==> src/rtl/sim_status_monitor_pkg.sv <==
// Shared types and default mailbox constants for the end-of-test status monitor.
// Pure declarations: no logic, no latency, no flow control.
package sim_status_pkg;

   typedef enum logic [2:0] {
      IDLE    = 3'd0,
      RUN     = 3'd1,
      PASS    = 3'd2,
      FAIL    = 3'd3,
      HALT    = 3'd4,
      TIMEOUT = 3'd5
   } status_e;

   localparam logic [31:0] DEF_PASS_ADDR      = 32'h0000_0064;
   localparam logic [31:0] DEF_PASS_VALUE     = 32'd7;
   localparam logic [31:0] DEF_FAIL_ADDR      = 32'h0000_0068;
   localparam int          DEF_TIMEOUT_CYCLES = 1000;
   localparam int          DEF_HALT_REPEAT    = 4;
   localparam int          DEF_CNT_W          = 32;

   function automatic logic is_terminal(input status_e s);
      return (s == PASS) || (s == FAIL) || (s == HALT) || (s == TIMEOUT);
   endfunction

endpackage

==> src/rtl/sim_status_monitor_if.sv <==
// Core-side observation bus: data-memory write port plus program counter.
// Passive taps of the core; no handshake and no backpressure.
interface sim_status_monitor_if;

   logic        MemWrite;
   logic [31:0] DataAdr;
   logic [31:0] WriteData;
   logic [31:0] PC;

   modport master (
      output MemWrite,
      output DataAdr,
      output WriteData,
      output PC
   );

   modport slave (
      input MemWrite,
      input DataAdr,
      input WriteData,
      input PC
   );

endinterface

==> src/rtl/sim_status_monitor_pc_halt_detector.sv <==
// Flags a "b ." loop: PC unchanged for HALT_REPEAT consecutive comparisons.
// halted is combinational on current PC vs registered history; no backpressure.
module pc_halt_detector #(
   parameter int HALT_REPEAT = 4
) (
   input  logic        clk,
   input  logic        reset,
   input  logic        en,
   input  logic [31:0] PC,
   output logic        halted
);

   localparam int            CW      = (HALT_REPEAT > 2) ? $clog2(HALT_REPEAT) : 1;
   localparam logic [CW-1:0] CNT_MAX = CW'(HALT_REPEAT - 1);

   logic [31:0]   r_prev_pc;
   logic [CW-1:0] r_same_cnt;
   logic          w_same;

   assign w_same = (PC == r_prev_pc);

   // The previous PC is tracked even while disabled so the first enabled
   // cycle compares against the PC seen just before it.
   always_ff @(posedge clk) begin
      if (reset) begin
         r_prev_pc  <= 32'd0;
         r_same_cnt <= '0;
      end else begin
         r_prev_pc <= PC;
         if (en) begin
            if (!w_same) begin
               r_same_cnt <= '0;
            end else if (r_same_cnt != CNT_MAX) begin
               r_same_cnt <= r_same_cnt + CW'(1);
            end
         end
      end
   end

   assign halted = en && w_same && (r_same_cnt == CNT_MAX);

endmodule

==> src/rtl/sim_status_monitor.sv <==
// End-of-test monitor: decodes pass/fail mailbox writes, halt loops and timeout into a sticky verdict.
// All outputs registered, verdict visible one cycle after the triggering input; passive, no backpressure.
module sim_status_monitor
   import sim_status_pkg::*;
#(
   parameter logic [31:0] PASS_ADDR      = DEF_PASS_ADDR,
   parameter logic [31:0] PASS_VALUE     = DEF_PASS_VALUE,
   parameter logic [31:0] FAIL_ADDR      = DEF_FAIL_ADDR,
   parameter int          TIMEOUT_CYCLES = DEF_TIMEOUT_CYCLES,
   parameter int          HALT_REPEAT    = DEF_HALT_REPEAT,
   parameter int          CNT_W          = DEF_CNT_W
) (
   input  logic                 clk,
   input  logic                 reset,
   sim_status_monitor_if.slave  bus,
   output logic                 done,
   output logic                 pass,
   output logic [2:0]           status,
   output logic [CNT_W-1:0]     cycle_count,
   output logic [CNT_W-1:0]     write_count,
   output logic [31:0]          fail_data
);

   localparam logic [CNT_W-1:0] TO_LAST = CNT_W'(TIMEOUT_CYCLES - 1);
   localparam logic [CNT_W-1:0] CNT_SAT = {CNT_W{1'b1}};

   status_e          r_state;
   status_e          w_next_state;
   logic             r_done;
   logic             r_pass;
   logic [CNT_W-1:0] r_cycle_count;
   logic [CNT_W-1:0] r_write_count;
   logic [31:0]      r_fail_data;

   logic w_run;
   logic w_halted;
   logic w_pass_hit;
   logic w_fail_hit;
   logic w_timeout_hit;
   logic w_cyc_inc;
   logic w_wr_inc;
   logic w_fail_cap;

   assign w_run = (r_state == RUN);

   pc_halt_detector #(
      .HALT_REPEAT (HALT_REPEAT)
   ) u_halt (
      .clk    (clk),
      .reset  (reset),
      .en     (w_run),
      .PC     (bus.PC),
      .halted (w_halted)
   );

   // Full 32-bit address match; a wrong value at the pass mailbox is a failure.
   assign w_pass_hit    = bus.MemWrite && (bus.DataAdr == PASS_ADDR) && (bus.WriteData == PASS_VALUE);
   assign w_fail_hit    = bus.MemWrite &&
                          (((bus.DataAdr == PASS_ADDR) && (bus.WriteData != PASS_VALUE)) ||
                           (bus.DataAdr == FAIL_ADDR));
   assign w_timeout_hit = (r_cycle_count == TO_LAST);

   always_comb begin
      w_next_state = r_state;
      w_cyc_inc    = 1'b0;
      w_wr_inc     = 1'b0;
      w_fail_cap   = 1'b0;
      case (r_state)
         IDLE: begin
            w_next_state = RUN;
         end
         RUN: begin
            w_cyc_inc = 1'b1;
            w_wr_inc  = bus.MemWrite;
            if (w_pass_hit) begin
               w_next_state = PASS;
            end else if (w_fail_hit) begin
               w_next_state = FAIL;
               w_fail_cap   = 1'b1;
            end else if (w_halted) begin
               w_next_state = HALT;
            end else if (w_timeout_hit) begin
               w_next_state = TIMEOUT;
            end
         end
         default: begin
            w_next_state = r_state;
         end
      endcase
   end

   always_ff @(posedge clk) begin
      if (reset) begin
         r_state       <= IDLE;
         r_done        <= 1'b0;
         r_pass        <= 1'b0;
         r_cycle_count <= '0;
         r_write_count <= '0;
         r_fail_data   <= 32'd0;
      end else begin
         r_state <= w_next_state;
         r_done  <= is_terminal(w_next_state);
         r_pass  <= (w_next_state == PASS);
         if (w_cyc_inc && (r_cycle_count != CNT_SAT)) begin
            r_cycle_count <= r_cycle_count + CNT_W'(1);
         end
         if (w_wr_inc && (r_write_count != CNT_SAT)) begin
            r_write_count <= r_write_count + CNT_W'(1);
         end
         if (w_fail_cap) begin
            r_fail_data <= bus.WriteData;
         end
      end
   end

   assign status      = r_state;
   assign done        = r_done;
   assign pass        = r_pass;
   assign cycle_count = r_cycle_count;
   assign write_count = r_write_count;
   assign fail_data   = r_fail_data;

endmodule

==> src/flat_wrapper.sv <==
// flat-port wrapper written by rule: the top's interface ports become plain ports
module sim_status_monitor_flat import sim_status_pkg::*;
#(
   parameter logic [31:0] PASS_ADDR      = DEF_PASS_ADDR,
   parameter logic [31:0] PASS_VALUE     = DEF_PASS_VALUE,
   parameter logic [31:0] FAIL_ADDR      = DEF_FAIL_ADDR,
   parameter int          TIMEOUT_CYCLES = DEF_TIMEOUT_CYCLES,
   parameter int          HALT_REPEAT    = DEF_HALT_REPEAT,
   parameter int          CNT_W          = DEF_CNT_W
)
  (clk, reset, done, pass, status, cycle_count, write_count, fail_data, bus_MemWrite, bus_DataAdr, bus_WriteData, bus_PC);
  sim_status_monitor_if bus_i ();
  input  logic clk;
  input  logic reset;
  output logic done;
  output logic pass;
  output logic [2:0] status;
  output logic [CNT_W-1:0] cycle_count;
  output logic [CNT_W-1:0] write_count;
  output logic [31:0] fail_data;
  input wire logic [$bits(bus_i.MemWrite)-1:0] bus_MemWrite;
  input wire logic [$bits(bus_i.DataAdr)-1:0] bus_DataAdr;
  input wire logic [$bits(bus_i.WriteData)-1:0] bus_WriteData;
  input wire logic [$bits(bus_i.PC)-1:0] bus_PC;
  assign bus_i.MemWrite = bus_MemWrite;
  assign bus_i.DataAdr = bus_DataAdr;
  assign bus_i.WriteData = bus_WriteData;
  assign bus_i.PC = bus_PC;
  sim_status_monitor #(.PASS_ADDR(PASS_ADDR), .PASS_VALUE(PASS_VALUE), .FAIL_ADDR(FAIL_ADDR), .TIMEOUT_CYCLES(TIMEOUT_CYCLES), .HALT_REPEAT(HALT_REPEAT), .CNT_W(CNT_W)) u_core (.clk(clk), .reset(reset), .bus(bus_i), .done(done), .pass(pass), .status(status), .cycle_count(cycle_count), .write_count(write_count), .fail_data(fail_data));
endmodule
==> config.mk <==
export PLATFORM = sky130hd
export DESIGN_NAME = sim_status_monitor_flat
export DESIGN_NICKNAME = d
export VERILOG_FILES = /design/src/rtl/sim_status_monitor_pkg.sv /design/src/rtl/sim_status_monitor_if.sv /design/src/rtl/sim_status_monitor_pc_halt_detector.sv /design/src/rtl/sim_status_monitor.sv /design/src/flat_wrapper.sv
export SDC_FILE = /design/constraint.sdc
export NUM_CORES = 1
export LEC_CHECK = 0
export BUFFER_PORTS_ARGS = -buffer_cell sky130_fd_sc_hd__buf_2
export CORE_UTILIZATION = 40
export DETAILED_ROUTE_END_ITERATION = 12
export PLACE_DENSITY = 0.69
export RECOVER_POWER = 25
export SYNTH_ARGS = -nofsm -noshare
export SYNTH_HDL_FRONTEND = slang
export SYNTH_SLANG_ARGS = --single-unit
==> constraint.sdc <==
create_clock -name clk -period 3.65 [get_ports clk]
set_input_delay 0 -clock clk [delete_from_list [all_inputs] [get_ports clk]]
set_output_delay 0 -clock clk [all_outputs]
set_load 0.01 [all_outputs]
==> metrics.md <==
| Metric | Value |
|---|---|
| Status | `complete, but fails checks` |
| Failing checks | `capacitance limit, slew limit` |
| # DRC | `0` |
| Number of routed nets with antenna violations | `0` |
| VDD IR max | `approximately 420 uV` |
| Yosys top cell area share | `0.4523` |
| Core area | `roughly 15000 sq um` |
| Reg2reg end | `u_core.cycle_count[6]` |
| Post-route clock period utilization | `0.7686` |
| Min-delay src | `bus_DataAdr[2]` |
| Unrepaired setup endpoints after global routing | `false` |
| Initial Util | `0.4112` |
| Relative max-transition margin | `-0.4368` |
| Final Setup Violations | `0` |
| Gpl congestion | `about 0.78` |
| Inst Count DP | `about 1000` |
| TritonCTS buffer count | `17` |
| Reg-to-reg slack, setup | `~0.84 ns` |
| CTS H-tree lvls | `4` |
| # diodes | `0` |
| Global route total overflow | `0` |
| Hold_buf cts | `64` |
| WP data arrival | `3.05 ns` |
| Die W | `124.2 microns` |
| Achievable clock frequency | `~0.36 GHz` |
| Die height | `~120 microns` |
| Register Area | `about 2700 sq um` |
| Non-filler cells, final | `~1100` |
| Final Hold Viols | `0` |
| Synth cell count leaders | `135 x dfxtp_1, 95 x nor2_1, 63 x xnor2_1` |
| Number of global-route vias before repair | `5393` |
| Most area-consuming cells after synthesis | `dfxtp_1 45%, xnor2_1 9.2%, nor2_1 6.0%` |
| Largest net degree at the start of global routing | `67` |
| Share of post-route cells with drive strength above 1 | `0.2056` |
| Fillers | `1303` |
| Area growth, synth to finish | `38.71%` |
| Crit end category | `flip-flop` |
| Syn_area_per_cell | `roughly 9 sq um` |
| Slew Limit Fails | `51` |
| WS Path Type | `flip-flop to flip-flop` |
| Initial antenna violation count | `0` |
| Max_cap viols | `1` |
| Ports | `200` |
| Syn Inst Count | `around 650` |
| WHS Path Cells | `4` |
| Async SR Flop Fraction | `0` |
| Pwr Total | `approximately 3.5 mW` |
| First-pass GRT wire length | `26170 microns` |
| DRT Pass-1 Iters | `4` |
| Routed WL per cell | `~14 microns` |
| Synth warn | `0` |
| Worst Tran Pin Value | `~2.2 ns` |
| Post-route clock skew | `roughly 0.011 ns` |
| Post-synthesis net count | `755` |
| Reg-to-Reg Start | `u_core.cycle_count[0]` |
| # port buffers | `between 150 and 200` |
| Power density over the cells | `423.8 nW/um^2` |
| Hold Crit Class | `input port to flip-flop` |
| Mapped Area | `roughly 6000 sq um` |
| Post_cts resized | `0` |
| Clk slew on worst S/H paths | `approximately 0.060 ns` |
| Setup TNS Final | `0 ns` |
| DR iter-0 viols | `300` |
| Row Count | `between 40 and 50` |
| Cell leakage power | `3.140 nW` |
| Predominant post-synthesis flop cell | `dfxtp_1` |
| Post-synthesis sequential element count | `roughly 140` |
| Clock sinks | `135` |
| Final HPWL DP | `10320 microns` |
| Hold_ws | `0.2018 ns` |
| GRT Overall Usage | `0.2100` |
| Startpoint Class | `flip-flop` |
| CP max FO | `16` |
| Post-CTS Setup Bufs | `0` |
| Clock tree buffer depth | `2` |
| Vias | `5677` |
| Avg Vias per Cell | `between 5 and 6` |
| Worst-Skew Late Latency | `0.43 ns` |
| Number of synthesized flops with an enable pin | `0` |
| Root buffer cell | `clkbuf_16` |
| Critical path required time | `around 4 ns` |
| CTS tree | `yes` |
| Final wirelength | `approximately 16000 microns` |
| Cell taking the most area after synthesis | `dfxtp_1` |
| Post-synth cell types | `52` |
| Nets | `1013` |
| FF-to-FF path depth | `8` |
| Area of the multi-input gates | `~3100 sq um` |
| Most frequent cell after synthesis | `dfxtp_1` |
| Die area | `15430 sq um` |
| Sequential-to-total area share from yosys stat | `0.4523` |
| Hold Crit Endpoint | `u_core.status[1]` |
| Min Tclk post-route | `roughly 2.8 ns` |
==> stage by stage <==
stage,worst slack (ns),cell area (sq um),util
after detailed placement,0.9617,7113,0.4894
after floorplan,1.381,5976,-
after global routing,0.6814,8289,0.5703
final,0.8447,8289,0.5703
after CTS,0.9074,8366,0.5756
after global placement,1.021,7113,0.4894
==> cell families after synthesis <==
family,after synthesis,share of synthesized area
buf+inv,33,0.02533
xor+xnor,83,0.1217
simple gates,323,0.2959
flops,135,0.4523
mux,32,0.05360
compound gates,44,0.04502
fa+ha+maj,3,0.006282
==> power breakdown <==
| group | total, mW | internal (mW) | switching (mW) |
|---|---|---|---|
| Sequential | 1.51 | 1.50 | 0.0156 |
| Clock | 1.76 | 1.10 | 0.662 |
| Combinational | 0.240 | 0.132 | 0.108 |
| Total | 3.51 | 2.73 | 0.786 |
==> state kept, by name, summed over array words and instances, names as in the netlist <==
register	count
u_core.done	1
u_core.fail_data	32
u_core.cycle_count	32
u_core.status	3
u_core.pass	1
u_core.u_halt.r_prev_pc	32
u_core.write_count	32
u_core.u_halt.r_same_cnt	2
==> cells in the final DEF (no fill, tap or decap), types with 2 or more instances in the layout <==
cell / n
buf_2: 142
dfxtp_1: 135
nor2_1: 95
dlygate4sd3_1: 64
xnor2_1: 63
clkbuf_1: 57
nor2b_1: 33
nand4_1: 33
mux2i_1: 32
nor4_1: 29
nand3_1: 28
nand2_1: 26
xor2_1: 20
a21oi_1: 18
nor3_1: 17
clkbuf_16: 17
o21ai_0: 14
and3_1: 12
or3_1: 11
and4_1: 8
nor4b_1: 5
clkbuf_8: 5
inv_1: 4
or4_1: 4
and2_1: 4
clkinvlp_4: 4
buf_4: 4
ha_1: 3
a21bo_2: 2
nand2b_1: 2
o31ai_1: 2
nor3b_1: 2
bufinv_16: 2
clkinv_2: 2
==> routing by layer <==
metal	global-route usage	share of wire	up-vias
met5	0	0	-
met4	0.09072	0.025	0
met2	0.3549	0.49	169
met1	0.2488	0.43	2652
met3	0.05647	0.054	33
li1	-	-	2823
==> worst max path at each step <==
stage / start / slack, ns / endpoint / depth (start not counted)
floorplan: u_core.cycle_count[0] / 1.38 / u_core.cycle_count[11] / 8
global placement: u_core.cycle_count[0] / 1.02 / u_core.cycle_count[0] / 8
detailed placement: u_core.cycle_count[0] / 0.96 / u_core.cycle_count[6] / 8
CTS: u_core.cycle_count[0] / 0.91 / u_core.cycle_count[6] / 8
global route: u_core.cycle_count[0] / 0.68 / u_core.cycle_count[6] / 8
finish: u_core.cycle_count[0] / 0.84 / u_core.cycle_count[6] / 8
==> layout make-up <==
| class | instances | share of cell area |
|---|---|---|
| Multi-Input combinational cell | 485 | 0.3775 |
| Clock buffer | 22 | 0.05962 |
| Timing Repair Buffer | 268 | 0.1931 |
| Sequential cell | 135 | 0.3260 |
| Tap cell | 184 | 0.02777 |
| Clock inverter | 10 | 0.01419 |
| Inverter | 4 | 0.001811 |
==> worst max-delay path, cell delays in order, from the launching register on <==
cell and delay [ns]:
dfxtp_1 0.46, ha_1 0.30, nand4_1 0.27, or2_2 0.39, nor4_4 0.59, buf_4 0.32, nor4b_1 0.09, xnor2_1 0.15
nor2_1 0.06
Power figures use the tool's default switching activity.
